## src/rtl/alu_seq.sv

```systemverilog
// alu_seq: multicycle XLEN-wide execute-stage ALU with a start/done handshake and an
// iterative shifter moving SHIFT_STEP bits per cycle. Define ALU_SEQ_MINMAX_EN for MIN/MAX/MINU/MAXU.

`ifndef ALU_CTRL_WIDTH
`define ALU_CTRL_WIDTH 5
`define ALU_CTRL_ADD   5'd0
`define ALU_CTRL_ADDI  5'd0
`define ALU_CTRL_SUB   5'd1
`define ALU_CTRL_XOR   5'd2
`define ALU_CTRL_OR    5'd3
`define ALU_CTRL_AND   5'd4
`define ALU_CTRL_SLL   5'd5
`define ALU_CTRL_SRL   5'd6
`define ALU_CTRL_SRA   5'd7
`define ALU_CTRL_SLT   5'd8
`define ALU_CTRL_SLTI  5'd8
`define ALU_CTRL_SLTU  5'd9
`define ALU_CTRL_SLTIU 5'd9
`define ALU_CTRL_LUI   5'd10
`define ALU_CTRL_AUIPC 5'd11
`define ALU_CTRL_BEQ   5'd12
`define ALU_CTRL_BNE   5'd13
`define ALU_CTRL_BLT   5'd14
`define ALU_CTRL_BGE   5'd15
`define ALU_CTRL_BLTU  5'd16
`define ALU_CTRL_BGEU  5'd17
`define ALU_CTRL_MIN   5'd18
`define ALU_CTRL_MAX   5'd19
`define ALU_CTRL_MINU  5'd20
`define ALU_CTRL_MAXU  5'd21
`endif

module alu_seq #(
    parameter int XLEN       = 32,
    parameter int SHIFT_STEP = 1
) (
    input  logic                       clk,
    input  logic                       rst,
    input  logic                       start,
    input  logic [XLEN-1:0]            a,
    input  logic [XLEN-1:0]            b,
    input  logic [`ALU_CTRL_WIDTH-1:0] alucontrol,
    output logic                       busy,
    output logic                       done,
    output logic [XLEN-1:0]            result,
    output logic                       zero
);

    localparam int SHW = $clog2(XLEN);
    localparam int CW  = SHW + 1;
    localparam logic [CW-1:0] STEP_C = CW'(SHIFT_STEP);

    typedef enum logic {S_IDLE, S_SHIFT} state_e;
    typedef enum logic [1:0] {SH_SLL, SH_SRL, SH_SRA} shift_e;

    state_e          state_q;
    shift_e          kind_q;
    logic [XLEN-1:0] acc_q;
    logic [CW-1:0]   cnt_q;
    logic            busy_q;
    logic            done_q;
    logic [XLEN-1:0] result_q;
    logic            zero_q;

    logic [CW-1:0]   shamt;
    logic [CW-1:0]   first_amt;
    logic [CW-1:0]   step_amt;
    logic [XLEN:0]   diff;
    logic            ltu;
    logic            lt;
    logic            is_shift;
    shift_e          in_kind;
    logic [XLEN-1:0] alu_res;
    logic [XLEN-1:0] step_res;

    function automatic logic [XLEN-1:0] shift_by(input shift_e kind, input logic [XLEN-1:0] v,
                                                 input logic [CW-1:0] amt);
        case (kind)
            SH_SLL:  return v << amt;
            SH_SRL:  return v >> amt;
            default: return $signed(v) >>> amt;
        endcase
    endfunction

    function automatic logic [XLEN-1:0] flag(input logic f);
        return {{(XLEN-1){1'b0}}, f};
    endfunction

    always_comb begin
        shamt     = {1'b0, b[SHW-1:0]};
        first_amt = (shamt > STEP_C) ? STEP_C : shamt;
        step_amt  = (cnt_q > STEP_C) ? STEP_C : cnt_q;
        step_res  = shift_by(kind_q, acc_q, step_amt);

        // Unsigned borrow is the inverted carry of a + ~b + 1; signs differing decides LT directly.
        diff = {1'b0, a} + {1'b0, ~b} + {{XLEN{1'b0}}, 1'b1};
        ltu  = ~diff[XLEN];
        lt   = (a[XLEN-1] ^ b[XLEN-1]) ? a[XLEN-1] : ltu;

        // NOTE: every combinational output gets a default first so no path can infer a latch.
        is_shift = 1'b0;
        in_kind  = SH_SLL;
        alu_res  = '0;
        case (alucontrol)
            `ALU_CTRL_ADD, `ALU_CTRL_AUIPC: alu_res = a + b;
            `ALU_CTRL_SUB:  alu_res = diff[XLEN-1:0];
            `ALU_CTRL_XOR:  alu_res = a ^ b;
            `ALU_CTRL_OR:   alu_res = a | b;
            `ALU_CTRL_AND:  alu_res = a & b;
            `ALU_CTRL_LUI:  alu_res = b;
            `ALU_CTRL_SLT, `ALU_CTRL_BLT:   alu_res = flag(lt);
            `ALU_CTRL_SLTU, `ALU_CTRL_BLTU: alu_res = flag(ltu);
            `ALU_CTRL_BEQ:  alu_res = flag(a == b);
            `ALU_CTRL_BNE:  alu_res = flag(a != b);
            `ALU_CTRL_BGE:  alu_res = flag(~lt);
            `ALU_CTRL_BGEU: alu_res = flag(~ltu);
            `ALU_CTRL_SLL: begin is_shift = 1'b1; in_kind = SH_SLL; end
            `ALU_CTRL_SRL: begin is_shift = 1'b1; in_kind = SH_SRL; end
            `ALU_CTRL_SRA: begin is_shift = 1'b1; in_kind = SH_SRA; end
`ifdef ALU_SEQ_MINMAX_EN
            `ALU_CTRL_MIN:  alu_res = lt  ? a : b;
            `ALU_CTRL_MAX:  alu_res = lt  ? b : a;
            `ALU_CTRL_MINU: alu_res = ltu ? a : b;
            `ALU_CTRL_MAXU: alu_res = ltu ? b : a;
`endif
            default: alu_res = '0;
        endcase
        // The first step is done at the accepting edge; short shifts finish right here.
        if (is_shift) alu_res = shift_by(in_kind, a, first_amt);
    end

    // NOTE: sequential state uses non-blocking assignments so every register samples pre-edge values.
    always_ff @(posedge clk or posedge rst) begin
        if (rst) begin
            state_q  <= S_IDLE;
            kind_q   <= SH_SLL;
            acc_q    <= '0;
            cnt_q    <= '0;
            busy_q   <= 1'b0;
            done_q   <= 1'b0;
            result_q <= '0;
            zero_q   <= 1'b1;
        end else begin
            done_q <= 1'b0;
            case (state_q)
                S_IDLE: begin
                    if (start) begin
                        if (is_shift && (shamt > STEP_C)) begin
                            acc_q   <= alu_res;
                            cnt_q   <= shamt - STEP_C;
                            kind_q  <= in_kind;
                            busy_q  <= 1'b1;
                            state_q <= S_SHIFT;
                        end else begin
                            result_q <= alu_res;
                            zero_q   <= (alu_res == '0);
                            done_q   <= 1'b1;
                        end
                    end
                end
                S_SHIFT: begin
                    if (cnt_q <= STEP_C) begin
                        result_q <= step_res;
                        zero_q   <= (step_res == '0);
                        done_q   <= 1'b1;
                        busy_q   <= 1'b0;
                        cnt_q    <= '0;
                        state_q  <= S_IDLE;
                    end else begin
                        acc_q <= step_res;
                        cnt_q <= cnt_q - STEP_C;
                    end
                end
            endcase
        end
    end

    assign busy   = busy_q;
    assign done   = done_q;
    assign result = result_q;
    assign zero   = zero_q;

endmodule

```

## config.mk

```make
export PLATFORM = sky130hd
export DESIGN_NAME = alu_seq
export DESIGN_NICKNAME = d
export VERILOG_FILES = /design/src/rtl/alu_seq.sv
export SDC_FILE = /design/constraint.sdc
export NUM_CORES = 1
export LEC_CHECK = 0
export CAP_MARGIN = 20
export CORE_MARGIN = 4
export CORE_UTILIZATION = 61
export CTS_CLUSTER_DIAMETER = 30
export DETAILED_ROUTE_END_ITERATION = 8
export PLACE_DENSITY = 0.83
export SETUP_SLACK_MARGIN = 0.02
export SYNTH_ARGS = -nofsm -noshare
export SYNTH_HDL_FRONTEND = slang
export SYNTH_SLANG_ARGS = --single-unit
```

## constraint.sdc

```tcl
create_clock -name clk -period 3.5 [get_ports clk]
set_clock_uncertainty 0.05 [all_clocks]
set_input_delay 0.7 -clock clk [delete_from_list [all_inputs] [get_ports clk]]
set_output_delay 0.7 -clock clk [all_outputs]
set_load 0.03 [all_outputs]
```

==> summary.md, run 1 <==
| Metric | Value |
|---|---|
| Gr usage total | 0.869 |
| Clock root buffer | clkbuf_16 |
| Number of enable flip-flop cells after synthesis | 0 |
| Primary FF master, synth | dfrtp_1 |
| Seq/Total Area, Yosys | 0.147 |
| Top cells by area, synth | dfrtp_1 15%, ha_1 10%, nand2_1 8.4% |
| Max clock buf depth | 2 |
| Yosys top cell by area | dfrtp_1 |
| Yosys top cell area share | 0.145 |
| Pre-CTS setup slack | -1.28 ns |
| Cts hold-fix bufs | 0 |
| GRT overflow | 788 |
| CTS buffer count | 9 |
| Post-DP HPWL | 49.1 mm |
| Gpl congestion | 1.15 |
| Vias in the first global route | 26303 |
| Syn Area/Cell | 7.08 sq um |
| Port bufs | 106 |
| Placed instance count | 2599 |
| Synth Net Count | 2007 |
| Die Width | 154 microns |
| Number of distinct library cells after synthesis | 96 |
| Post-synth ARST share | 1.00 |
| Synth Register Bits | 76 |
| Core Rows | 52 |
| First Err | [ERROR GRT-0116] Global routing finished with congestion. Check the congestion regions in the DRC Viewer. |
| Fail Step | global routing |
| H-tree levels | 3 |
| Cell Area, Synth | 12900 sq um |
| Die Y-Extent | 154 microns |
| Clock sink total | 76 |
| Io pins | 107 |
| YS warnings | 0 |
| Largest net degree at the start of global routing | 50 |
| Initial Util | 0.629 |
| First-pass GRT wire length | 166 mm |
| Outcome | stopped before the end |
| Mapped Cells | 1826 |
Yosys cell counts, drive strengths merged, types with 26 or more instances:
cell and instances:
buf 64, nor3 62, nand2 290, mux4 28
nor4 26, nor2 154, o21ai 125, nand3 49
dfrtp 75, ha 107, inv 99, clkbuf 75
o211ai 43, a211oi 29, a21oi 161
per-layer routing:
layer / track usage / GRT overflow
met5: 0.427 / 3
met4: 0.931 / 234
met3: 0.736 / 23
met2: 1.03 / 506
met1: 0.828 / 22
stage by stage:
step / cell area (sq um) / util / TNS, ns
2_1_floorplan: 12900 / - / 0
3_3_place_gp: 17900 / 0.872 / -43.88
3_5_place_dp: 17900 / 0.872 / -53.01
4_1_cts: 20100 / 0.976 / -0.210
cells by family after synthesis:
| family | share of synthesized area |
|---|---|
| buffers and inverters | 0.0787 |
| and+or+nand+nor | 0.254 |
| adders and majority gates | 0.107 |
| DFF | 0.147 |
| xor gates and xnor gates | 0.0102 |
| AOI/OAI and AO/OA | 0.315 |
| muxes | 0.0884 |
repair_timing:
item	in CTS
pin swaps	104
gates resized for setup	459
setup buffers	65
setup endpoints to repair	64
==> run 2: changes to the inputs <==
- CORE_UTILIZATION: 61 -> 40
- CTS_CLUSTER_DIAMETER: 30 -> not set
- PLACE_DENSITY: 0.83 -> not set
- PLACE_DENSITY_LB_ADDON: not set -> 0.15
- SETUP_SLACK_MARGIN: 0.02 -> not set
==> run 2 against run 1 <==
Compared with the run above:
- the flow now finishes, with violations (negative setup slack)
- area after synthesis unchanged
- synthesized cell count unchanged
==> summary.md, run 2 <==
| Metric | Value |
|---|---|
| Unrepaired setup endpoints after global routing | true |
| Worst-Skew Late Latency | 0.35 ns |
| CP arrival | 3.98 ns |
| Synth Net Count | 2007 (unchanged) |
| Vias per inst | 6.21 |
| Peak VDD IR | 0.460 mV |
| Cell Area, Synth | 12900 sq um (unchanged) |
| Port bufs | 106 (unchanged) |
| CTS tree | done |
| Initial antenna violation count | 2 |
| WL final | 69.4 mm |
| Final Hold Viols | 0 |
| Seq. cell area | 1900 sq um |
| Synth Register Bits | 76 (unchanged) |
| Final Max Slew Viols | 0 |
| P_leak | 9.56 nW |
| Vias | 17915 |
| Reg clk slew, reported paths | 0.06 ns |
| CP Capture Type | flop |
| Most frequent cell after synthesis | nand2_1 (unchanged) |
| Number of fill cells in the layout | 2662 |
| Routed len/inst | 24.1 microns |
| Total die area | 35300 sq um |
| Post-synth ARST share | 1.00 (unchanged) |
| Reg2Reg Depth | 12 |
| Area taken by multi-input logic gates | 12100 sq um |
| Data required, critical path | 3.75 ns |
| Die Y-Extent | 188 microns (was 154 microns) |
| First-pass GRT wire length | 104 mm |
| Hold Crit Start | result[13] |
| H-tree levels | 3 (unchanged) |
| Number of enable flip-flop cells after synthesis | 0 (unchanged) |
| # setup viols final | 18 |
| Most common cell after layout, fill and taps aside | buf_4 |
| Final setup TNS | -1.23 ns |
| Post-DP HPWL | 53.6 mm (was 49.1 mm) |
| Number of distinct library cells after synthesis | 96 (unchanged) |
| Max-cap violation count | 0 |
| Area grow syn2layout | 67.9% |
| Kind of critical path | primary input to flop |
| Worst Hold End | result[13] |
| Outcome | complete, but fails checks (was stopped before the end) |
| Slew @ Worst Pin | 0.715 ns |
| Die Width | 188 microns (was 154 microns) |
| Reg-to-reg slack, setup | -0.08 ns |
| Io pins | 107 (unchanged) |
| Worst setup margin | -0.229 ns |
| Vias in the first global route | 17587 |
| Initial Util | 0.408 (was 0.629) |
| End of the worst register-to-register path | zero |
| Final Cycle Share | 1.07 |
| Largest net degree at the start of global routing | 77 |
| Drt first pass iters | 6 |
| Top cells by area, synth | dfrtp_1 15%, ha_1 10%, nand2_1 8.4% (unchanged) |
| Primary FF master, synth | dfrtp_1 (unchanged) |
| FMAX | 0.268 GHz |
| Worst Hold Slack | 0.425 ns |
| Gr usage total | 0.371 |
| Total power | 9.23 mW |
| Clock sink total | 76 (unchanged) |
| Hold Crit Class | flop to flop |
| Post-route DRC | 0 |
| Hold Path Depth | 2 |
| CTS buffer count | 9 (unchanged) |
| Core area | 31700 sq um |
| Critical path's slowest cell | a221o_1 |
| Rel. slew slack | 0.524 |
| Seq/Total Area, Yosys | 0.147 (unchanged) |
| Yosys top cell by area | dfrtp_1 (unchanged) |
| Pre-CTS setup slack | -1.26 ns (was -1.28 ns) |
| Failing checks | negative setup slack |
| GRT overflow | 0 |
| Syn Area/Cell | 7.08 sq um (unchanged) |
| CP Cell Sequence | buf_8 -> inv_4 -> buf_12 -> ha_4 -> nor4_4 -> buf_4 -> nand3_4 -> o21ai_4 -> nor2_4 -> buf_6 -> buf_4 -> a221o_1 -> a211oi_2 -> inv_1 -> nor4_4 -> nand4_1 -> nor4_2 -> a21o_1 |
| Gpl congestion | 1.02 (was 1.15) |
| Critical path launch point type | primary input |
| PwrDens | 425 nW/um^2 |
| Max incr delay on CP | 0.37 ns |
| Maximum fanout along the worst path | 3 |
| Remaining antenna violation count | 0 |
| Core Rows | 65 (was 52) |
| Max clock buf depth | 2 (unchanged) |
| Clock root buffer | clkbuf_16 (unchanged) |
| Iter 0 DRT Violations | 1963 |
| Crit path time final | 3.73 ns |
| Mapped Cells | 1826 (unchanged) |
| Share of cells above drive strength 1 | 0.442 |
| Yosys top cell area share | 0.145 (unchanged) |
| Most frequent cells in the layout | 597 x buf_4, 279 x nand2_1, 133 x nor2_1, 127 x a21oi_1, 75 x dfrtp_1 |
| Commonest cells post-synth | 290 x nand2_1, 160 x a21oi_1, 152 x nor2_1 (unchanged) |
| FF-to-FF Start | cnt_q[2] |
| YS warnings | 0 (unchanged) |
| Fin nets | 2658 |
-- run 2: cell counts after synthesis --
Identical to the previous run, type by type.
-- run 2: layout make-up --
| type | instances | area share |
|---|---|---|
| multi-input cells | 1512 | 0.556 |
| repair buffers | 779 | 0.301 |
| flip-flops and latches | 76 | 0.0877 |
| well taps | 402 | 0.0232 |
| inverters | 99 | 0.0176 |
| clock buffers | 10 | 0.0110 |
| clock inverters | 6 | 0.00432 |
| diodes | 1 | 0.000115 |
-- run 2: metal layers --
layer | routed length, microns | share of wire | track usage
met5 | 27 | 0.00039 | 0
met1 | 26700 | 0.39 | 0.456
met2 | 32400 | 0.47 | 0.616
met4 | 4810 | 0.069 | 0.216
met3 | 5460 | 0.079 | 0.0583
-- run 2: worst max-delay path: cells and delay by family --
kind | cells | cell delay [ns]
buffers and inverters | 7 | 0.83
AOI/OAI and AO/OA | 4 | 1.03
and+or+nand+nor | 6 | 1.20
adders and majority gates | 1 | 0.21
-- run 2: report_power, final --
group	switching [mW]	total (mW)	internal, mW
logic	3.54	6.49	2.95
clock network	0.410	1.06	0.651
registers	0.450	1.68	1.23
-- run 2: how the worst max path moves through the flow --
| stage | start | end | slack [ns] | cells past startpoint |
|---|---|---|---|---|
| 6_report | b[6] | zero | -0.23 | 18 |
| 5_1_grt | b[8] | zero | -0.38 | 19 |
| 3_3_place_gp | a[0] | zero | -1.29 | 15 |
| 3_5_place_dp | b[6] | zero | -1.26 | 15 |
| 4_1_cts | b[9] | zero | -0.18 | 17 |
| 2_1_floorplan | b[1] | zero | 0.00009 | 13 |
-- run 2: kinds of logic (layout without fill, tap and decap cells) --
family | after synthesis | in the layout | share of synthesized area
compound gates | 609 | 609 | 0.315
xor+xnor | 15 | 15 | 0.0102
fa+ha+maj | 109 | 109 | 0.107
buf+inv | 238 | 894 | 0.0787
flops | 76 | 76 | 0.147
mux | 76 | 76 | 0.0884
other cells | 0 | 1 | 0
simple gates | 703 | 703 | 0.254
-- run 2: metrics by stage --
step	area, sq um	instances	util
3_3_place_gp	18500	2790	0.584
6_report	21700	2885	0.684
2_1_floorplan	12900	1826	-
4_1_cts	20700	2860	0.651
3_5_place_dp	18500	2790	0.584
5_1_grt	21700	2884	0.684
-- run 2: timing repair --
action                     in CTS  in global routing
buffers inserted               56                 30
cloned                          2                  2
hold buffers                    0                  0
resized for setup             421                228
setup endpoints to repair      62                 54
pin swaps                      91                123
hold endpoints to repair        0                  0
No activity file was read; power rests on OpenSTA's default activity.
==> run 3: changes to the inputs <==
- CAP_MARGIN: 20 -> not set
==> results of run 3 <==
Same layout as run 2: the final DEF is identical, and so are final timing and power.
